===== config.mk =====
export PLATFORM = sky130hd
export DESIGN_NAME = fetch_pc
export DESIGN_NICKNAME = d
export VERILOG_FILES = /design/src/rtl/fetch_pc.sv
export SDC_FILE = /design/constraint.sdc
export NUM_CORES = 1
export LEC_CHECK = 0
export CAP_MARGIN = 20
export CORE_MARGIN = 2
export CORE_UTILIZATION = 35
export CTS_BUF_LIST = sky130_fd_sc_hd__clkbuf_4 sky130_fd_sc_hd__clkbuf_8 sky130_fd_sc_hd__clkbuf_16
export CTS_CLUSTER_SIZE = 14
export DETAILED_ROUTE_END_ITERATION = 6
export SYNTH_ARGS = -nofsm -noshare
export SYNTH_HDL_FRONTEND = slang
export SYNTH_SLANG_ARGS = --single-unit

===== constraint.sdc =====
create_clock -name Clk -period 2.8 [get_ports Clk]
set_clock_uncertainty 0.15 [all_clocks]
set_input_delay 0.7 -clock Clk [delete_from_list [all_inputs] [get_ports Clk]]
set_output_delay 0.7 -clock Clk [all_outputs]
set_load 0.05 [all_outputs]

===== src/rtl/fetch_pc.sv =====
// Program counter and fetch sequencer feeding the instruction ROM address.
// Tracks IDLE/RUN/HALTED, applies stall/branch/sequential PC updates and counts RUN cycles.
module fetch_pc #(
    parameter int IW         = 9,
    parameter int START_ADDR = 0,
    parameter int CNT_W      = 16
) (
    input  logic             Clk,
    input  logic             Reset,
    input  logic             Start,
    input  logic             Halt,
    input  logic             Stall,
    input  logic             BranchEn,
    input  logic             Taken,
    input  logic             BranchAbs,
    input  logic [IW-1:0]    Target,
    input  logic [7:0]       Offset,
    output logic [IW-1:0]    InstAddress,
    output logic             Fetching,
    output logic             Done,
    output logic [CNT_W-1:0] CycleCount,
    output logic [1:0]       DbgState
);

    typedef enum logic [1:0] {
        ST_IDLE   = 2'd0,
        ST_RUN    = 2'd1,
        ST_HALTED = 2'd2
    } state_t;

    localparam logic [IW-1:0] START_PC = IW'(START_ADDR);

    state_t            state_q, state_d;
    logic [IW-1:0]     pc_q, pc_d;
    logic [CNT_W-1:0]  cnt_q, cnt_d;
    logic [IW-1:0]     rel_target;
    logic              take_branch;

    // Size cast of a signed operand sign-extends the 8-bit offset to IW bits.
    assign rel_target  = pc_q + IW'($signed(Offset));
    assign take_branch = BranchEn && Taken;

    always_comb begin
        state_d = state_q;
        pc_d    = pc_q;
        cnt_d   = cnt_q;
        unique case (state_q)
            ST_IDLE, ST_HALTED: begin
                if (Start) begin
                    state_d = ST_RUN;
                    pc_d    = START_PC;
                    cnt_d   = '0;
                end
            end
            ST_RUN: begin
                if (cnt_q != {CNT_W{1'b1}}) begin
                    cnt_d = cnt_q + 1'b1;
                end
                if (Halt) begin
                    state_d = ST_HALTED;
                end else if (Stall) begin
                    pc_d = pc_q;
                end else if (take_branch && BranchAbs) begin
                    pc_d = Target;
                end else if (take_branch) begin
                    pc_d = rel_target;
                end else begin
                    pc_d = pc_q + 1'b1;
                end
            end
            default: begin
                state_d = ST_IDLE;
                pc_d    = START_PC;
                cnt_d   = '0;
            end
        endcase
    end

    always_ff @(posedge Clk) begin
        if (Reset) begin
            state_q <= ST_IDLE;
            pc_q    <= START_PC;
            cnt_q   <= '0;
        end else begin
            state_q <= state_d;
            pc_q    <= pc_d;
            cnt_q   <= cnt_d;
        end
    end

    assign InstAddress = pc_q;
    assign CycleCount  = cnt_q;
    assign Fetching    = (state_q == ST_RUN);
    assign Done        = (state_q == ST_HALTED);
    assign DbgState    = state_q;

endmodule


Yosys cells after proc, flatten, opt, wreduce, memory -nomap -nowiden

Cells that the tools add are included.

Div/mod/pow operators: 0
Shifts and indexed selects: 0
Reduce and logical (&&, ||, !) cells: 7
Multiply operators: 0
Add/subtract/negate cells: 3
Bitwise operators: 0
Equality and inequality tests: 8
Muxes and demuxes: 12
$lt $le $gt $ge: 0

Operator list:

| operator                                                                 | number |
|---|---|
| 9-bit two-way mux                                                        | 5 |
| 16-bit two-way mux                                                       | 2 |
| 16-bit case mux with 2 select lines                                      | 1 |
| 9-bit case mux with 2 select lines                                       | 1 |
| 16-bit by 1-bit adder with 16-bit output (second input constant)         | 1 |
| 16-bit inequality test (second input constant)                           | 1 |
| 9-bit by 1-bit adder with 9-bit output (second input constant)           | 1 |
| 9-bit adder                                                              | 1 |
| 2-bit inequality test (second input constant)                            | 4 |
| 2-bit two-way mux                                                        | 2 |
| 2-bit case mux with 2 select lines                                       | 1 |
| 2-bit AND reduction                                                      | 2 |
| 3-bit AND reduction                                                      | 1 |
| 2-bit by 1-bit == test with 1-bit output (second input constant)         | 1 |
| 2-bit == test (second input constant)                                    | 1 |
| 1-bit logical AND                                                        | 2 |
| 2-bit zero test                                                          | 1 |
| 2-bit by 1-bit inequality test with 1-bit output (second input constant) | 1 |
| 2-bit OR reduction                                                       | 1 |

Latch bits: 0
Memories kept: 0
Register bits: 27
Memory bits (writable): 0
Bits in read-only memories: 0
Logic and storage cells: 33
Output and inout port bits: 29

Depth between registers and ports, before layout

Word-level depth: 6
Gate-level depth with buffers: 10

Least setup slack after synthesis

OpenSTA, ideal clock, no wires.

Path type: input to register
Start point: input port BranchEn
End point: register pc_q[7], in the netlist InstAddress[7]
Setup time: 0.095 ns
Arrival time: 2.314 ns
Path slack: 0.241 ns
Path buffers: 1
Stages: 9
Cell sequence: clkbuf_1 nand3_1 inv_1 ha_1 a211oi_1 o21ai_0 a41oi_1 xor2_1 a221oi_1

Cells in the longest elaborated chain, start to end: 6

RTL lines:

| element                                                       | line   | source |
|---|---|---|
| start: declaration                                            | 13     | `input logic BranchEn,` |
| 1-bit logical AND *                                           | 41     | `assign take_branch = BranchEn && Taken;` |
| 9-bit two-way mux / 1-bit logical AND (equally long branches) | 65, 63 |  |
| 9-bit two-way mux *                                           | 63     | `end else if (take_branch && BranchAbs) begin` |
| 9-bit two-way mux *                                           | 61     | `end else if (Stall) begin` |
| 9-bit two-way mux *                                           | 59     | `if (Halt) begin` |
| 9-bit case mux with 2 select lines *                          | 47     | `unique case (state_q)` |
| end signal: assignment                                        | 86     | `pc_q <= pc_d;` |
| end: declaration                                              | 34     | `logic [IW-1:0] pc_q, pc_d;` |

Mark *: on every way between the ends. The rest lies on a longest branch, timed or not. The select of a mux whose other input is x is not followed.
A chain may end at the register's enable or synchronous reset.

Worst setup path after layout

Start point: input port Taken
End point: register pc_q[8], in the netlist InstAddress[8]

Cells in the longest elaborated chain, start to end: 6

RTL lines:

| element                                                       | line   | source |
|---|---|---|
| start: declaration                                            | 14     | `input logic Taken,` |
| 1-bit logical AND *                                           | 41     |  |
| 9-bit two-way mux / 1-bit logical AND (equally long branches) | 65, 63 |  |
| 9-bit two-way mux *                                           | 63     |  |
| 9-bit two-way mux *                                           | 61     |  |
| 9-bit two-way mux *                                           | 59     |  |
| 9-bit case mux with 2 select lines *                          | 47     |  |

Marks and branches as above.

==> flow_summary.yaml <==
run_status:
  status: "completed"
clocking:
  clkSinkCount: 27
  cts_buffers: 3
  path_clk_slew_ns: 0.11
  htreeDepth: 1
  cts_tree: "done"
  holdBufCountCts: 0
  cts_buffer_depth: 2
  post_cts_buffers: 0
  cts-root-buf: "clkbuf_8"
  ctsResizeCount: 0
  clk_latency_ns: 0.28
floorplanning:
  dieArea_um2: 5430
  placementRows: 25
  fp.dieH_um: 73.7
  ioPinCount: 54
  initial_core_util_pct: 36.2
  core_area_um2: 4690
  die_w_um: 73.7
placed_design:
  place_inst: 322
  hpwl_um: 3480
  gp_congestion: 0.800
  io_buffers: 53
  dp_slack_ns: -0.223
timing:
  setup-violations-final: 0
  slew_viol_final: 0
  rsz0062_at_grt: "false"
  clock.fmax_mhz: 378
  fin_crit_sh_pct: 94.4
  setup_tns_ns: 0
  maxSlewHeadroom_pct: 65.2
  layout_min_cycle_time_ns: 2.64
  hold_violations: 0
  fin_ws_ns: 0.157
  max_slew.worst_pin.slew_ns: 0.520
final_layout:
  fin_nets: 308
  drive_gt1_share_pct: 12.1
  n_fill_cell: 459
  fin_util_pct: 52.1
  areaGrowthSynthToFinish_pct: 43.9
  instances_no_fill: 326
  diodes: 0
detailed_routing:
  antenna_left: 0
  drt_pass1_iterations: 4
  wl_per_cell_um: 13.9
  vias_per_cell: 5.26
  drc: 0
  first_iter_violations: 79
  totalWireLength_um: 4530
  num_vias: 1714
worst_setup_path:
  critPathMaxFanout: 4
  endpoint_kind: "flop"
  cp_data_arrival_time_ns: 2.67
  worst-r2r-setup-slack_ns: 0.76
  cp.required_ns: 2.83
  worstSetupPathType: "in -> reg"
  start_kind: "input pin"
logic_synthesis:
  synthDistinctLibCells: 44
  ys_ff_latch: 27
  yosysSeqAreaShare_pct: 31.8
  async_reset_ff_share_pct: 0
  synth_edf_count: 0
  ys.flop_type: "dfxtp_1"
  synth_nets: 239
  syn_inst: 204
  avgSynthCellArea_um2: 8.34
  synth_warnings: 0
  syn_area_um2: 1700
global_routing:
  grt_max_degree: 17
  grt_overflow: 0
  grt_first_pass_wirelength_um: 7490
  grt_util_all_layers_pct: 17.7
  antenna_found_initial: 0
  grt_pass1_vias: 1593
job:
  cap_violations: 0
power:
  power_density_nw_per_um2: 319
  p_leak_uw: 0.000971
  vdd_drop_max_uv: 194
min_path:
  hold_path.class: "reg -> reg"
[sequential cells by signal, indices dropped and copies added (netlist names)]
name,flops
DbgState,2
InstAddress,9
CycleCount,16
[path summary, 6_finish.rpt]
kind / startpoint / endpoint / depth (start not counted)
worst max-delay path: Taken / InstAddress[8]$_SDFFE_PP0P_ / 10
worst min-delay path: InstAddress[7]$_SDFFE_PP0P_ / InstAddress[7]$_SDFFE_PP0P_ / 2
worst max register to register: InstAddress[0]$_SDFFE_PP0P_ / InstAddress[8]$_SDFFE_PP0P_ / 8
worst min register to register: InstAddress[7]$_SDFFE_PP0P_ / InstAddress[7]$_SDFFE_PP0P_ / 2
[stage by stage]
stage	hold slack, ns	cell area [µm²]	total power [µW]
6_report	0.390	2450	781
5_1_grt	0.409	2450	818
3_3_place_gp	0.371	2390	552
2_1_floorplan	0.559	1700	478
3_5_place_dp	0.372	2390	551
4_1_cts	0.391	2440	789
[report_power, final]
part           total (µW)  internal [µW]  switching (µW)  leakage (µW)
Clock                 238            101             136     0.0000217
Sequential            398            389            8.68      0.000218
Combinational         146           70.8            74.9      0.000731
[cell usage after synthesis, drive strengths merged, types with 2 or more instances]
| library cell | number | share of area (%) |
|---|---|---|
| ha | 9 | 6.6 |
| xor2 | 3 | 1.5 |
| xnor2 | 13 | 6.7 |
| clkbuf | 3 | 0.66 |
| a21o | 2 | 0.88 |
| a21oi | 15 | 4.6 |
| mux2i | 3 | 1.8 |
| and3 | 12 | 4.4 |
| or3 | 5 | 1.9 |
| nor3 | 6 | 2.1 |
| a211oi | 4 | 1.8 |
| nand2 | 15 | 3.5 |
| a211o | 2 | 1.0 |
| nor2b | 3 | 1.1 |
| nor2 | 28 | 6.2 |
| o21ai | 10 | 2.9 |
| a22oi | 6 | 2.6 |
| o22ai | 4 | 1.5 |
| nand3b | 2 | 1.1 |
| nand3 | 8 | 2.6 |
| or2 | 3 | 1.1 |
| inv | 4 | 0.88 |
| dfxtp | 27 | 32 |
| nor4 | 4 | 3.2 |
[critical path, cell delays in order]
cell and delay, ns:
clkdlybuf4s50_1 0.45, nand3b_1 0.11, ha_1 0.21, inv_1 0.07
fa_1 0.39, nor2b_1 0.16, o31a_1 0.20, o21ai_0 0.13
xnor2_1 0.17, o22ai_1 0.09
[routing by layer]
layer	up-vias	routed length (µm)	track usage (%)
li1	875	-	-
met4	0	40	4.65
met3	4	185	2.74
met1	797	2270	25.4
met5	-	0	0
met2	38	2040	27.5
[placed cells by master, fill, tap and decap left out, types with 2 or more instances in the layout]
cell type / count
or3_1: 4
nor2_1: 28
o21ai_1: 2
nand2_1: 14
a21oi_1: 14
nor3_1: 5
nor2b_1: 3
nand3_1: 7
clkdlybuf4s50_1: 51
buf_4: 16
and3_1: 12
xnor2_1: 13
a211o_1: 2
a22oi_1: 6
xor2_1: 3
dfxtp_1: 27
clkbuf_8: 3
a211oi_1: 3
nor4_4: 2
inv_1: 4
nor4_1: 2
o21ai_0: 8
ha_1: 9
mux2i_1: 3
a21o_1: 2
or2_2: 3
o22ai_1: 4
[cell type report]
class                   instances  area [µm²]  share of cell area (%)
multi-input cells             169        1130                    46.2
clock buffers                   3        41.3                    1.69
inverters                       4        15.0                   0.614
repair buffers                 68         643                    26.3
clock inverters                 1        7.51                   0.307
well taps                      54        67.6                    2.76
flip-flops and latches         27         541                    22.1
[kinds of logic (layout without fill, tap and decap cells)]
logic type,Yosys count,after routing,share of synthesized area (%)
adders and majority gates,10,10,7.80
and+or+nand+nor,91,91,29.3
AOI/OAI and AO/OA,49,49,19.1
muxes,3,3,1.77
DFF,27,27,31.8
xor gates and xnor gates,16,16,8.24
buffers and inverters,8,76,1.99
Power figures use the tool's default switching activity.
